===== config.mk =====
export PLATFORM = sky130hd
export DESIGN_NAME = sram_fifo_ctrl
export DESIGN_NICKNAME = d
export VERILOG_FILES = /design/src/rtl/sram_fifo_ctrl.sv
export SDC_FILE = /design/constraint.sdc
export NUM_CORES = 1
export LEC_CHECK = 0
export BUFFER_PORTS_ARGS = -buffer_cell sky130_fd_sc_hd__buf_2
export CORE_ASPECT_RATIO = 2
export CORE_MARGIN = 1
export CORE_UTILIZATION = 30
export DETAILED_ROUTE_END_ITERATION = 12
export PLACE_DENSITY = 0.62
export SLEW_MARGIN = 10
export SYNTH_ARGS = -nofsm -noshare
export SYNTH_HDL_FRONTEND = slang
export SYNTH_SLANG_ARGS = --single-unit

===== constraint.sdc =====
create_clock -name clock -period 17.38 [get_ports clock]
set_clock_uncertainty 0.1 [all_clocks]
set_input_delay 3.476 -clock clock [delete_from_list [all_inputs] [get_ports clock]]
set_output_delay 3.476 -clock clock [all_outputs]
set_load 0.02 [all_outputs]

===== src/rtl/sram_fifo_ctrl.sv =====
// sram_fifo_ctrl: valid/ready FIFO on top of one single-port SRAM macro
// (one access per cycle, read data returned one cycle after the read).
// A 3-entry register staging buffer feeds deq_bits. Because of it, deq_ready
// has no combinational path to the SRAM port. Reads are issued only when the
// staging buffer has room for them, counting any read already in flight.
// While the SRAM and the read pipeline are empty, pushes bypass straight into
// the staging buffer.
module sram_fifo_ctrl #(
  parameter int DATA_W = 64,
  parameter int ADDR_W = 7,
  parameter int DEPTH  = 128
) (
  input  logic              clock,
  input  logic              reset,
  input  logic              enq_valid,
  output logic              enq_ready,
  input  logic [DATA_W-1:0] enq_bits,
  output logic              deq_valid,
  input  logic              deq_ready,
  output logic [DATA_W-1:0] deq_bits,
  output logic [ADDR_W:0]   count,
  output logic              sram_en,
  output logic              sram_wmode,
  output logic [ADDR_W-1:0] sram_addr,
  output logic [DATA_W-1:0] sram_wdata,
  input  logic [DATA_W-1:0] sram_rdata
);

  localparam int STG_N = 3;
  localparam logic [ADDR_W:0]   SRAM_FULL = (ADDR_W+1)'(DEPTH);
  localparam logic [ADDR_W:0]   CNT_ONE   = (ADDR_W+1)'(1);
  localparam logic [ADDR_W-1:0] PTR_ONE   = ADDR_W'(1);

  logic [ADDR_W-1:0] wr_ptr;
  logic [ADDR_W-1:0] rd_ptr;
  logic [ADDR_W:0]   sram_cnt;
  logic              inflight;
  logic [DATA_W-1:0] stg [STG_N];
  logic [1:0]        stg_cnt;

  logic              rd_issue;
  logic              bypass;
  logic              enq_fire;
  logic              enq_write;
  logic              enq_bypass;
  logic              deq_fire;
  logic              append;
  logic [DATA_W-1:0] append_data;
  logic [2:0]        stg_busy;
  logic [1:0]        tail;
  logic [1:0]        stg_cnt_nxt;
  logic [DATA_W-1:0] stg_nxt [STG_N];

  // Staging slots already claimed: held entries plus the read whose data
  // is still on its way back.
  assign stg_busy   = {1'b0, stg_cnt} + {2'b00, inflight};
  assign rd_issue   = (sram_cnt != '0) && (stg_busy < 3'd3);
  assign bypass     = (sram_cnt == '0) && !inflight && (stg_cnt < 2'd3);
  assign enq_ready  = !rd_issue && (bypass || (sram_cnt < SRAM_FULL));
  assign enq_fire   = enq_valid && enq_ready;
  assign enq_bypass = enq_fire && bypass;
  assign enq_write  = enq_fire && !bypass;

  assign deq_valid  = (stg_cnt != 2'd0);
  assign deq_bits   = stg[0];
  assign deq_fire   = deq_valid && deq_ready;

  // Capture and bypass never coincide, because bypass needs an empty read
  // pipeline.
  assign append      = inflight || enq_bypass;
  assign append_data = inflight ? sram_rdata : enq_bits;

  assign count = sram_cnt + (ADDR_W+1)'(inflight) + (ADDR_W+1)'(stg_cnt);

  // The read takes the port in preference to a write; enq_ready already
  // blocks pushes on read cycles.
  assign sram_en    = rd_issue || enq_write;
  assign sram_wmode = enq_write;
  assign sram_addr  = rd_issue ? rd_ptr : wr_ptr;
  assign sram_wdata = enq_bits;

  // Next staging contents: pop shifts valid entries toward the head, then
  // append lands at the new tail. A slot that is emptied keeps its data, so
  // deq_bits holds its last value when the buffer drains.
  always_comb begin
    for (int i = 0; i < STG_N; i++) stg_nxt[i] = stg[i];
    tail        = stg_cnt - {1'b0, deq_fire};
    stg_cnt_nxt = stg_cnt + {1'b0, append} - {1'b0, deq_fire};
    if (deq_fire) begin
      for (int i = 0; i < STG_N - 1; i++) begin
        if (i + 1 < int'(stg_cnt)) stg_nxt[i] = stg[i+1];
      end
    end
    for (int i = 0; i < STG_N; i++) begin
      if (append && (tail == 2'(i))) stg_nxt[i] = append_data;
    end
  end

  // Pointer, occupancy and staging registers. Reset drops any in-flight
  // read, and the resulting state makes old SRAM contents unreachable.
  always_ff @(posedge clock or posedge reset) begin
    if (reset) begin
      wr_ptr   <= '0;
      rd_ptr   <= '0;
      sram_cnt <= '0;
      inflight <= 1'b0;
      stg_cnt  <= 2'd0;
      for (int i = 0; i < STG_N; i++) stg[i] <= '0;
    end else begin
      if (rd_issue) begin
        rd_ptr   <= rd_ptr + PTR_ONE;
        sram_cnt <= sram_cnt - CNT_ONE;
      end else if (enq_write) begin
        wr_ptr   <= wr_ptr + PTR_ONE;
        sram_cnt <= sram_cnt + CNT_ONE;
      end
      inflight <= rd_issue;
      stg_cnt  <= stg_cnt_nxt;
      for (int i = 0; i < STG_N; i++) stg[i] <= stg_nxt[i];
    end
  end

endmodule


* Word level (Yosys, flattened, before mapping)
Index checks and enable logic that the tools add are counted.
** Storage, ports and cells
- Memories :: 0
- Word-level logic and storage cells :: 64
- Latch bits :: 0
- Bits of input ports :: 132
- Register bits after elaboration :: 217
- Bits in read-only memories :: 0
- RAM bits :: 0
** Cells by class
- Bitwise logic cells :: 1
- Equal/unequal tests :: 2
- $lt $le $gt $ge :: 5
- Divide/modulo/power cells :: 0
- Add/subtract/negate cells :: 10
- Reductions and logical operators :: 29
- Shifts and indexed selects :: 0
- Multiplexer cells :: 9
- Multipliers :: 0
** Operator list (count)
- 2-to-1 mux 64 bit :: 5
- 2-to-1 mux 128 bit :: 1
- 2-to-1 mux 8 bit :: 2
- adder 7 x 1 -> 7 bit (second input constant) :: 2
- nonzero test 2 bit :: 6
- logical AND 1 bit :: 11
- adder 8 x 1 -> 8 bit :: 1
- adder 8 x 1 -> 8 bit (second input constant) :: 1
- adder 8 x 2 -> 8 bit :: 1
- logical NOT 8 bit :: 1
- less-than comparator 8 bit (second input constant) :: 1
- nonzero test 8 bit :: 1
- subtractor 8 x 1 -> 8 bit (second input constant) :: 1
- 2-to-1 mux 7 bit :: 1
- AND reduction 2 bit :: 3
- subtractor 2 x 1 -> 2 bit :: 2
- adder 2 x 1 -> 3 bit :: 1
- logical NOT 1 bit :: 3
- logical OR 1 bit :: 3
- less-than comparator 3 x 2 -> 1 bit (second input constant) :: 1
- adder 2 x 1 -> 2 bit :: 1
- == test 2 x 1 -> 1 bit (second input constant) :: 1
- == test 2 bit (second input constant) :: 1
- logical NOT 2 bit :: 1
- 4 further kinds :: 4

* Logic depth before layout (Yosys ltp)
Gate-level depths: netlist (run 1).
- Depth in word-level cells :: 11
- Mapped depth :: 11
- Mapped depth without buffers :: 9

* Worst setup path before layout (run 1)
Ideal clock, no wire load.
- Kind :: input-to-output
- From :: input enq_valid
- To :: output sram_wmode
- Arrival time :: 4372 ps
- Path slack :: 9432 ps
- Required time :: 13804 ps
- Stages :: 4
- Path through :: inv_1 > a311oi_1 > nand2_1 > inv_1
** On the way
- Cells in the longest elaborated chain, start to end :: 2
** Ends and longest elaborated chain
- start, declared :: RTL line 15 : input logic enq_valid,
- logical AND 1 bit :: RTL line 60 : assign enq_fire = enq_valid && enq_ready;
- logical AND 1 bit :: RTL line 62 : assign enq_write = enq_fire && !bypass;
- end, declared :: RTL line 23 : output logic sram_wmode,
No other way between the ends.

* Worst setup path after layout (run 1)
Ends and elaborated chain as after synthesis.

==> results of run 1 <==
==> through the flow <==
| step | cell area [sq um] | utilization | power (mW) | setup WS (ns) | instances |
|---|---|---|---|---|---|
| after floorplan | 11900 | - | 2.27 | 7.87 | 1020 |
| after global placement | 12800 | 0.328 | 2.53 | 9.03 | 1633 |
| after detailed placement | 12800 | 0.328 | 2.59 | 9.00 | 1633 |
| after CTS | 13500 | 0.346 | 3.08 | 8.98 | 1672 |
| after global routing | 13500 | 0.346 | 3.27 | 8.82 | 1672 |
| final | 13500 | 0.346 | 3.03 | 9.01 | 1672 |
==> worst paths after layout <==
kind	from	end	depth (start not counted)
max in group asynchronous	reset	stg[86]	3
worst min register to register	rd_ptr[6]	rd_ptr[6]	1
worst max-delay path	enq_valid	sram_wmode	6
worst min-delay path	rd_ptr[6]	rd_ptr[6]	1
min in group asynchronous	reset	rd_ptr[2]	2
worst max register to register	stg_cnt[1]	stg[116]	7
==> layout by cell type (no fill, tap or decap), types with 3 or more instances in the layout <==
cell type	netlist	layout
and4_1	3	3
clkbuf_16	0	23
fa_1	3	3
nand4_1	4	4
mux2_1	6	6
o21ai_0	68	68
o2111ai_1	3	3
o31ai_1	64	64
mux2i_1	320	320
dfrtp_1	217	216
ha_1	14	14
buf_4	135	11
o211ai_1	3	3
buf_2	3	278
a21oi_1	6	6
xnor2_1	20	20
clkbuf_1	44	9
clkbuf_8	0	3
xor2_1	5	5
nand2_1	32	30
and3_1	4	4
nor2_1	7	7
inv_1	12	11
nand3_1	7	6
==> cell families (layout without fill, tap and decap cells) <==
kind of cell             after synthesis  count (layout)
AO/OA/AOI/OAI                        154             154
XOR/XNOR                              25              25
adder cells (fa/ha/maj)               17              17
buffers and inverters                209             341
flip-flops                           217             217
multiplexers                         327             327
AND/OR/NAND/NOR                       71              71
==> cell usage after synthesis <==
cell type	instances
and3b_1	2
nor3_1	2
a221o_1	1
nor2b_1	1
xor2_1	5
nor4_4	2
o21ai_0	68
inv_1	12
a41oi_2	1
nand2_1	32
buf_4	135
fa_1	3
or4b_2	2
a21o_1	2
mux2i_1	320
buf_1	7
o211ai_1	3
ha_1	14
o2111ai_1	3
clkbuf_1	44
a21oi_1	6
o21ai_2	1
nor3b_1	2
inv_2	1
a31oi_1	1
or2_2	1
buf_6	7
buf_2	3
nor2_1	7
and3_1	4
nand4_1	4
and2_1	1
and4_1	3
a2111o_1	1
a311oi_1	1
dfrtp_1	217
o31ai_1	64
a211oi_1	2
xnor2_1	20
mux2_1	6
nand3_1	7
mux2_2	1
or3_1	1
==> critical path, stage by stage <==
cell,delay [ns]
buf_2,0.13
inv_1,0.06
a311oi_1,0.64
nand2_1,0.23
inv_1,0.09
buf_2,0.16
==> layer usage <==
layer  GRT usage  vias up  part of all wire
met3      0.0175       32             0.035
met4      0.0481        0             0.020
met2       0.270      175              0.54
met5           0        -                 0
met1       0.155     3947              0.40
li1            -     3775                 -
==> state kept, by name (all words and copies together) (netlist names) <==
name,count
deq_bits,64
sram_cnt,8
wr_ptr,7
inflight,1
rd_ptr,7
stg,128
stg_cnt,2
==> power breakdown <==
part	total (mW)	switching (mW)	internal, mW	leakage (nW)
logic	1.60	0.949	0.649	4.18
registers	0.954	0.181	0.774	2.65
clock network	0.474	0.203	0.271	0.338
total	3.03	1.33	1.69	7.17
==> layout make-up <==
class	count	area (sq um)
clock buffers	35	651
flip-flops and latches	217	5430
multi-input cells	594	5160
inverters	13	56.3
clock inverters	4	47.5
repair buffers	289	1470
well taps	520	651
fillers	3892	25400
==> impl_metrics.toml, run 1 <==
[timing]
clock.fmax_ghz = 0.120
rsz0062_at_grt = "false"
tightest_slew_ns = 1.19
hold_slack_ns = 0.379
final-hold-violation-count = 0
timing_max_transition_violations_final = 0
slew_headroom = 0.205
setup-violations-final = 0
layout_worst_path_cycle_share = 0.481
setup_total_negative_slack_ns = 0
final.min_clock_period_ns = 8.37

[synth]
netlist_instances = 1020
synth_top_family_by_area = "multiplexers"
synth_top_area_cell = "dfrtp_1"
synth_adder_area_share = 0.0198
mappedNetlistArea_sq_um = 11900
ys_ff_latch = 217
avgSynthCellArea_sq_um = 11.7
synthXorXnorAreaFrac = 0.0184
synth_nets = 1169
synth_largest_type_area_fraction = 0.457
synth_sequential_area_ratio = 0.457
yosys_warnings = 0
post_synth_mux_area_share = 0.276
yosys.cell_types.count = 43
largest_cells_by_area_after_synthesis = "dfrtp_1 46%, mux2i_1 27%, buf_4 8.5%"
synth-simple-area-share = 0.0326
synth_compound_gate_area_share = 0.0833

[cts]
cts.path.max_buffers = 3
post-cts-setup-buffers = 0
ctsHtreeMaxLevel = 1
clock_sink_count = 217
clock_input_transition_at_the_sequential_cells_of_the_worst_setup_and_hold_paths_ns = 0.06
cts.hold.buffers_added = 0
post_cts_resized = 0
cts_buffers = 22
worst_skew_pair.late_latency_ns = 0.52
clk_root_buffer_cell = "clkbuf_16"
cts_tree = "built"

[setup_path]
critical_path_arrival_ns = 4.79
worstPathMaxFanout = 6
critPathKind = "in -> out"
rrSetupSlack_ns = 13.15
critPathCaptureType = "output pin"
required_ns = 13.80
crit_path_start_kind = "primary input"

[global_routing]
antenna_violations_before_repair = 0
wire_length_of_the_first_global_routing_pass_um = 44800
largest_net_degree_at_the_start_of_global_routing = 82
globalRoute.totalOverflow = 0
grtUsageTotal = 0.141
via_count_of_the_first_global_routing_pass = 8196

[run_status]
status = "completed"

[die]
ioPinCount = 279
die_outline_height_um = 284
die-width_um = 143
initial_core_util = 0.306
core-area_sq_um = 38900
die_area_sq_um = 40500
row_count = 102

[place]
dp.final_hpwl_um = 18500
place.port_buffers = 278
gpl.final_weighted_congestion = 0.753

[cells_and_area]
n_antenna_cell = 0
final_layout_size_suffix_gt1_frac = 0.291
syn_to_final_growth_pct = 13.3
finish.net_count = 1286

[route]
drt_first_iter_violations = 281
via_per_inst = 4.74
drcViolationCount = 0
ant_nets = 0
route.final.wire_length_um = 28300
routed_wire_length_per_instance_um = 16.9
drt-pass1-iter-count = 4
vias = 7929

[run]
maxCapViolCount = 0

[power_and_ir_drop]
areal_power_density_over_the_cells_nw_per_um2 = 225
power_leakage_nw = 7.17
peakVddDrop_v = 0.000168

[hold_path]
timing.hold.worst.class = "reg -> reg"
Note: power is estimated with default switching activity, not from simulation.
==> run 2: changes to the inputs <==
Settings changed: PLACE_DENSITY 0.62 to 0.63.
Clock period 17.38 ns to 7.4 ns, I/O delays scaled along.
==> run 2 against run 1 <==
Power rose by 140%. Critical endpoint is now sram_en. Flip-flop and latch count did not move. Via count fell by 0.25%. Highest routed layer unchanged. Largest cell class unchanged. Largest power group unchanged. Register-to-register slack got worse by 9.9 ns. Wire length fell by 2.1%. Critical path depth rose by 1. Clock power rose to 2.5 times the previous value. Final area rose by 0.58%.
==> impl_metrics.toml, run 2 (same netlist as run 1, synthesis figures left out) <==
[setup_path]
critPathKind = "reg -> out"
required_ns = 5.82
worstPathMaxFanout = 38
critical_path_arrival_ns = 3.54
path_common_cell = "ha_1"
worst_setup_path_startpoint = "inflight"
slowest_stage = "dfrtp_4"
path_cells = "ha_1 -> ha_1 -> a221o_1 -> inv_2 -> o21ai_2 -> inv_1 -> buf_2"
r2r_start = "inflight"
crit_path_max_incr_delay_ns = 0.75
crit_path_start_kind = "flip-flop"
critPathCaptureType = "output pin"

[route]
drt_first_iter_violations = 270
ant_nets = 0
drt-pass1-iter-count = 4
route.final.wire_length_um = 27700
routed_wire_length_per_instance_um = 16.6
via_per_inst = 4.73
vias = 7909
drcViolationCount = 0

[cts]
clock_sink_count = 217
clock_input_transition_at_the_sequential_cells_of_the_worst_setup_and_hold_paths_ns = 0.06
cts_buffers = 22
cts.hold.buffers_added = 0
cts.path.max_buffers = 3
worst_skew_pair.late_latency_ns = 0.52
post-cts-setup-buffers = 0
post_cts_resized = 0
ctsHtreeMaxLevel = 1
clk_root_buffer_cell = "clkbuf_16"
cts_tree = "built"

[timing]
final.min_clock_period_ns = 5.12
tightest_slew_ns = 0.981
slew_headroom = 0.341
clock.fmax_ghz = 0.195
final-hold-violation-count = 0
layout_worst_path_cycle_share = 0.692
rsz0062_at_grt = "false"
timing_max_transition_violations_final = 0
setup_total_negative_slack_ns = 0
setup-violations-final = 0

[global_routing]
antenna_violations_before_repair = 0
largest_net_degree_at_the_start_of_global_routing = 147
via_count_of_the_first_global_routing_pass = 8318
wire_length_of_the_first_global_routing_pass_um = 44400
grtUsageTotal = 0.139
globalRoute.totalOverflow = 0

[run_status]
status = "completed"

[hold_path]
worstHoldStart = "rd_ptr[6]"
timing.hold.worst.class = "reg -> reg"

[cells_and_area]
finish.net_count = 1286
mostFrequentLayoutCells = "320 x mux2i_1, 278 x buf_2, 216 x dfrtp_1"
fin_util = 0.348
largest_register = "stg"
final_layout_size_suffix_gt1_frac = 0.295
syn_to_final_growth_pct = 14.0
n_antenna_cell = 0
mostFrequentLayoutCell = "mux2i_1"
largest_register_ffs = 128

[place]
dp.final_hpwl_um = 18400
place.port_buffers = 278
gpl.final_weighted_congestion = 0.780

[die]
die-width_um = 143
die_outline_height_um = 284
initial_core_util = 0.306
ioPinCount = 279
core-area_sq_um = 38900
die_area_sq_um = 40500
row_count = 102

[power_and_ir_drop]
peakVddDrop_v = 0.000479
power_leakage_nw = 7.20
areal_power_density_over_the_cells_nw_per_um2 = 530

[run]
maxCapViolCount = 0
==> run 2: routing by layer <==
metal / vias to the layer above / routed length [um] / GRT usage
li1: 3765 / - / -
met1: 3898 / 10800 / 0.151
met2: 205 / 15200 / 0.268
met3: 41 / 1020 / 0.0172
met4: 0 / 736 / 0.0513
met5: - / 0 / 0
==> run 2: path summary, 6_finish.rpt <==
| kind | to | slack [ns] | depth (start not counted) |
|---|---|---|---|
| worst max-delay path | sram_en | 2.28 | 7 |
| worst min-delay path | rd_ptr[6] | 0.37 | 1 |
| worst max register to register | sram_cnt[6] | 3.29 | 9 |
| worst min register to register | rd_ptr[6] | 0.37 | 1 |
| max in group asynchronous | deq_bits[19] | 4.58 | 4 |
| min in group asynchronous | deq_bits[51] | 1.08 | 3 |
==> run 2: area by class of cell <==
type	count	area, sq um
Clock inverter	7	113
Tap cell	520	651
Inverter	13	52.6
Clock buffer	31	656
Timing Repair Buffer	289	1490
Fill cell	3857	25400
Sequential cell	217	5430
Multi-Input combinational cell	594	5160
==> run 2: metrics by stage <==
stage	cell area [sq um]	cells	hold WS [ns]	power [mW]	setup WS, ns
after floorplan	11900	1020	0.345	5.33	2.99
after global placement	12800	1633	0.362	5.96	2.84
after detailed placement	12800	1633	0.366	6.08	2.76
after CTS	13600	1671	0.375	7.32	2.18
after global routing	13600	1671	0.384	7.75	2.02
final	13600	1671	0.367	7.19	2.28
==> run 2: where the power goes <==
part	switching (mW)	internal [mW]
Sequential	0.445	1.82
Clock	0.474	0.719
Combinational	2.21	1.52
==> run 2: worst max-delay path, delay by kind of cell, from the launching register on <==
kind | cells | cell delay, ns
compound gates | 2 | 1.06
fa+ha+maj | 2 | 0.61
buf+inv | 3 | 0.61
flops | 1 | 0.75
